--- src/rtl/alu_bist_ctrl.sv ---
// Purpose    : BIST sequencer for the combinational ALU (AND/OR/XOR/ADD). Walks every
//              op x A x B vector, checks results against a golden model, and reports errors.
// Latency    : start sampled at edge N -> first compare in cycle N+1 -> done in cycle N+1+4*2^(2*WIDTH).
// Backpressure: none; start is honoured only in IDLE, and abort only in RUN.
// Ports      : clk/rst (async active-high); start/abort control; alu_a/alu_b/alu_op drive the ALU
//              and alu_result is its combinational result; busy/done/pass/err_count give status;
//              fail_valid/fail_a/fail_b/fail_op/fail_result capture the first mismatching vector.
module alu_bist_ctrl #(
    parameter int WIDTH = 2,
    parameter int ERR_W = 8
) (
    input  logic             clk,
    input  logic             rst,
    input  logic             start,
    input  logic             abort,
    output logic [WIDTH-1:0] alu_a,
    output logic [WIDTH-1:0] alu_b,
    output logic [1:0]       alu_op,
    input  logic [WIDTH-1:0] alu_result,
    output logic             busy,
    output logic             done,
    output logic             pass,
    output logic [ERR_W-1:0] err_count,
    output logic             fail_valid,
    output logic [WIDTH-1:0] fail_a,
    output logic [WIDTH-1:0] fail_b,
    output logic [1:0]       fail_op,
    output logic [WIDTH-1:0] fail_result
);

    localparam int VW = 2 + 2 * WIDTH;
    localparam logic [WIDTH-1:0] ONES    = {WIDTH{1'b1}};
    localparam logic [ERR_W-1:0] ERR_MAX = {ERR_W{1'b1}};

    typedef enum logic [1:0] {
        S_IDLE = 2'd0,
        S_RUN  = 2'd1,
        S_DONE = 2'd2
    } state_t;

    state_t          state;
    state_t          state_nxt;
    logic [WIDTH-1:0] golden;
    logic            mismatch;
    logic            last_vec;
    logic [VW-1:0]   vec_nxt;

    always_comb begin
        golden = '0;
        case (alu_op)
            2'd0:    golden = alu_a & alu_b;
            2'd1:    golden = alu_a | alu_b;
            2'd2:    golden = alu_a ^ alu_b;
            default: golden = alu_a + alu_b;  // wraps mod 2^WIDTH by truncation
        endcase
    end

    assign mismatch = (alu_result != golden);
    assign last_vec = (alu_op == 2'd3) && (alu_a == ONES) && (alu_b == ONES);

    // The vector is a single counter {op, a, b}: B is the fastest-moving field,
    // so its carry steps A and A's carry steps op.
    assign vec_nxt = {alu_op, alu_a, alu_b} + VW'(1);

    always_ff @(posedge clk or posedge rst) begin
        if (rst) begin
            state <= S_IDLE;
        end else begin
            state <= state_nxt;
        end
    end

    always_comb begin
        state_nxt = state;
        busy      = 1'b0;
        done      = 1'b0;
        case (state)
            S_IDLE: begin
                if (start) begin
                    state_nxt = S_RUN;
                end
            end
            S_RUN: begin
                busy = 1'b1;
                if (abort) begin
                    state_nxt = S_IDLE;
                end else if (last_vec) begin
                    state_nxt = S_DONE;
                end
            end
            S_DONE: begin
                done      = 1'b1;
                state_nxt = S_IDLE;
            end
            default: state_nxt = S_IDLE;
        endcase
    end

    always_ff @(posedge clk or posedge rst) begin
        if (rst) begin
            alu_a       <= '0;
            alu_b       <= '0;
            alu_op      <= '0;
            pass        <= 1'b0;
            err_count   <= '0;
            fail_valid  <= 1'b0;
            fail_a      <= '0;
            fail_b      <= '0;
            fail_op     <= '0;
            fail_result <= '0;
        end else begin
            case (state)
                S_IDLE: begin
                    if (start) begin
                        alu_a       <= '0;
                        alu_b       <= '0;
                        alu_op      <= '0;
                        pass        <= 1'b0;
                        err_count   <= '0;
                        fail_valid  <= 1'b0;
                        fail_a      <= '0;
                        fail_b      <= '0;
                        fail_op     <= '0;
                        fail_result <= '0;
                    end
                end
                S_RUN: begin
                    if (abort) begin
                        // The vector on the bus during the abort cycle is not scored.
                        alu_a  <= '0;
                        alu_b  <= '0;
                        alu_op <= '0;
                        pass   <= 1'b0;
                    end else begin
                        if (mismatch) begin
                            if (err_count != ERR_MAX) begin
                                err_count <= err_count + ERR_W'(1);
                            end
                            if (!fail_valid) begin
                                fail_valid  <= 1'b1;
                                fail_a      <= alu_a;
                                fail_b      <= alu_b;
                                fail_op     <= alu_op;
                                fail_result <= alu_result;
                            end
                        end
                        if (last_vec) begin
                            alu_a  <= '0;
                            alu_b  <= '0;
                            alu_op <= '0;
                            // Includes the last vector's own compare so pass is valid during DONE.
                            pass   <= (err_count == '0) && !mismatch;
                        end else begin
                            {alu_op, alu_a, alu_b} <= vec_nxt;
                        end
                    end
                end
                default: begin
                    alu_a  <= '0;
                    alu_b  <= '0;
                    alu_op <= '0;
                end
            endcase
        end
    end

endmodule

--- config.mk ---
export PLATFORM = sky130hd
export DESIGN_NAME = alu_bist_ctrl
export DESIGN_NICKNAME = d
export VERILOG_FILES = /design/src/rtl/alu_bist_ctrl.sv
export SDC_FILE = /design/constraint.sdc
export NUM_CORES = 1
export LEC_CHECK = 0
export ABC_CLOCK_PERIOD_IN_PS = 2400
export CAP_MARGIN = 20
export CORE_MARGIN = 4
export CORE_UTILIZATION = 36
export DETAILED_ROUTE_END_ITERATION = 10
export GPL_TIMING_DRIVEN = 1
export PLACE_DENSITY_LB_ADDON = 0.15
export SETUP_SLACK_MARGIN = 0.15
export SKIP_LAST_GASP = 1
export SLEW_MARGIN = 20
export SYNTH_ARGS = -nofsm -noshare
export SYNTH_HDL_FRONTEND = slang
export SYNTH_SLANG_ARGS = --single-unit
--- constraint.sdc ---
create_clock -name clk -period 2.4 [get_ports clk]
set_input_delay 0.36 -clock clk [delete_from_list [all_inputs] [get_ports clk]]
set_output_delay 0.36 -clock clk [all_outputs]
set_load 0.05 [all_outputs]
==> summary.md <==
| Metric | Value |
|---|---|
| CP delay by family, top | `buffers and inverters` |
| Post-synthesis mux area share | `0.0478` |
| Worst Reg-to-Reg Cells | `8` |
| Synth cell count leaders | `dfrtp_1, nand2_1, inv_1` |
| Post-Synth Simple-Gate Area | `0.209` |
| Switching part of the total power | `0.384` |
| Worst slack at placement | `0.151 ns` |
| Post-synth top area share | `0.389` |
| Final Wtd Congestion | `between 0.8 and 0.9` |
| First-pass GRT wire length | `around 7000 um` |
| Leak | `0.917 nW` |
| Area delta synth->final | `27.9%` |
| Max H-tree Level | `1` |
| Largest net degree at the start of global routing | `27` |
| Setup TNS | `0 ns` |
| Syn Inst Count | `between 150 and 200` |
| Crit path launch type | `register` |
| CTS Buf Count | `3` |
| GRT Residual Overflow | `0` |
| DRT Wirelength | `4200 um` |
| Worst path slowest cell | `clkdlybuf4s50_1` |
| Die W | `between 70 and 80 um` |
| Mean Syn Cell Area | `about 9.1 um^2` |
| Max-cap violations | `0` |
| Num Clock Sinks | `26` |
| Post-synthesis compound-gate area fraction | `0.200` |
| Xor-xnor portion of the synthesized cell area | `0.0359` |
| # DRC | `0` |
| Worst Tran Pin Value | `0.502 ns` |
| Via count | `between 1000 and 1500` |
| Post-synth top area cell | `dfrtp_1` |
| Fin. Hold Viols | `0` |
| Pwr Density | `674 nW/um^2` |
| Crit Path Class | `reg -> out` |
| Worst EP required | `approximately 2.0 ns` |
| DP Area | `around 2100 um^2` |
| HP Class | `in -> async` |
| Die area | `a little under 6000 um^2` |
| Critical path endpoint category | `output port` |
| Hold buffer count at CTS | `0` |
| Synth Area in Adders | `0.0523` |
| #FFs+latches synth | `26` |
| Top FF cell, synth | `dfrtp_1` |
| RSZ-0062 raised after global routing | `no` |
| Status | `complete, no violations` |
| Crit path DAT | `between 1.5 and 2 ns` |
| Reg2Reg Capture Point | `err_count[1]$_DFFE_PP0P_` |
| Via density | `roughly 5.5` |
| Max FFs per register | `8` |
| Fillers | `between 400 and 500` |
| Number of global-route vias before repair | `between 1000 and 1500` |
| Clock network power share | `0.258` |
| FF-to-FF Start | `alu_a[1]$_DFFE_PP0P_` |
| Comb power frac | `0.350` |
| CTS tree | `done` |
| Antenna violations before repair | `0` |
| Tot GR Track Use | `0.142` |
| P_int | `888 uW` |
| Chip Height | `76.2 um` |
| Seq/Total Area, Yosys | `0.389` |
| Count leader, synth | `dfrtp_1` |
| Port Buffers | `31` |
| Peak Freq | `462 MHz` |
| Worst VDD drop | `~290 uV` |
| Critical path cell sequence | `clkdlybuf4s50_1` |
| Mapped Nets | `between 150 and 200` |
| Period utilization | `0.903` |
| Share of cells above drive strength 1 | `0.125` |
| Clock Path Buffers | `2` |
| Core Footprint | `approximately 4400 um^2` |
| Ys Warns | `0` |
| Per-cell routed wire length | `roughly 16 um` |
| HPWL after DPL | `around 3000 um` |
| Synth Cell Area | `roughly 1700 um^2` |
| Slew HR | `0.664` |
| Initial Util | `0.379` |
| Fin. max-slew vios | `0` |
| Netlist cell types | `51` |
| Flop pwr share | `0.391` |
| Std cell rows | `24` |
| # diodes | `0` |
| Sw power | `about 550 uW` |
| Clk root buf | `clkbuf_8` |
| Flop2flop setup slack | `~0.24 ns` |
| Drt pass-1 iters | `4` |
| Synth async-reset ratio | `1.00` |
| Largest reg by FF count | `err_count` |
| Final Instance Area | `between 2000 and 2500 um^2` |
| Number of synthesized flops with an enable pin | `0` |
| Fin crit period | `~2.2 ns` |
| Clock transition at path regs | `approximately 0.1 ns` |
| I/O pin total | `32` |
| Slowest stage delay, CP | `0.90 ns` |
| DRT antenna net count | `0` |
| WP buf/inv | `1` |
| CP Max Fanout | `13` |
| Worst Skew | `between 0.004 and 0.005 ns` |
| Setup WS post-layout | `~0.23 ns` |
| Iteration-0 DRC Markers | `92` |
| Top area cells in the synthesized netlist | `dfrtp_1, ha_1, nand2_1` |
| Fin nets | `230` |
| Clock Latency Late Sink | `~0.27 ns` |
| Main combinational cell family by area after synthesis | `simple AND/OR/NAND/NOR gates` |
| Final setup viols | `0` |
## per-stage QoR
stage / cells / power, mW / utilization / hold WS [ns]
2_1_floorplan: 184 / 0.902 / - / 0.400
3_3_place_gp: 264 / 1.07 / 0.468 / 0.513
3_5_place_dp: 264 / 1.08 / 0.468 / 0.492
4_1_cts: 268 / 1.45 / 0.485 / 0.459
5_1_grt: 268 / 1.51 / 0.485 / 0.491
6_report: 268 / 1.44 / 0.485 / 0.446
## final cells by class
class	count	area, um^2	area share
Clock buffer	3	41.3	0.0193
Sequential cell	26	653	0.305
Clock inverter	1	30.0	0.0140
Tap cell	52	65.1	0.0304
Timing Repair Buffer	38	362	0.169
Multi-Input combinational cell	132	930	0.434
Inverter	16	60.1	0.0281
## per-layer routing
metal	share of wire	up-vias	track usage
met4	0.0045	0	0.0332
met2	0.44	41	0.210
met1	0.50	717	0.215
li1	-	720	-
met3	0.050	2	0.0248
met5	0	-	0
## repair_timing
action | in CTS | in global routing
resized for setup | 2 | 3
endpoints found under the setup margin | 5 | 10
endpoints found under the hold margin | 0 | 0
setup buffers | 0 | 0
## logic make-up (layout without fill, tap and decap cells)
group / Yosys count / after routing
XOR/XNOR: 6 / 6
multiplexers: 8 / 8
AND/OR/NAND/NOR: 66 / 66
AO/OA/AOI/OAI: 45 / 45
adder cells (fa/ha/maj): 7 / 7
buffers and inverters: 26 / 58
flip-flops: 26 / 26
## power groups by stage
stage	Sequential, mW	Combinational, mW	Clock (mW)
after global routing	0.576	0.540	0.398
after floorplan	0.698	0.204	0
final	0.565	0.506	0.373
after detailed placement	0.571	0.504	0
after global placement	0.570	0.502	0
after CTS	0.562	0.506	0.381
## cell usage in the layout, fill, tap and decap left out, types with 3 or more instances in the layout
cell | Yosys | final
a31oi_1 | 3 | 3
nor2_1 | 8 | 8
xnor2_1 | 4 | 4
buf_4 | 1 | 7
clkdlybuf4s50_1 | 0 | 30
nand4_1 | 6 | 6
inv_1 | 16 | 16
nand2_1 | 22 | 22
clkbuf_8 | 0 | 3
mux2i_1 | 8 | 8
nor2b_1 | 4 | 4
ha_1 | 7 | 6
and3_1 | 3 | 3
o21ai_0 | 12 | 12
nor3_1 | 3 | 3
nand3_1 | 8 | 8
a21oi_1 | 5 | 5
dfrtp_1 | 26 | 24
## worst max path at each step
stage,from,to,slack [ns],cells past startpoint
floorplan,alu_a[1]$_DFFE_PP0P_,fail_op[0]$_DFFE_PP0P_,0.16,9
global placement,alu_result[1],fail_a[1]$_DFFE_PP0P_,0.18,6
detailed placement,alu_result[1],fail_result[0]$_DFFE_PP0P_,0.15,6
CTS,alu_a[1]$_DFFE_PP0P_,fail_result[0]$_DFFE_PP0P_,0.15,7
global route,alu_a[1]$_DFFE_PP0P_,err_count[6]$_DFFE_PP0P_,0.15,8
finish,alu_op[1]$_DFFE_PP0P_,alu_op[1],0.23,1
(Power assumes the default switching activity.)
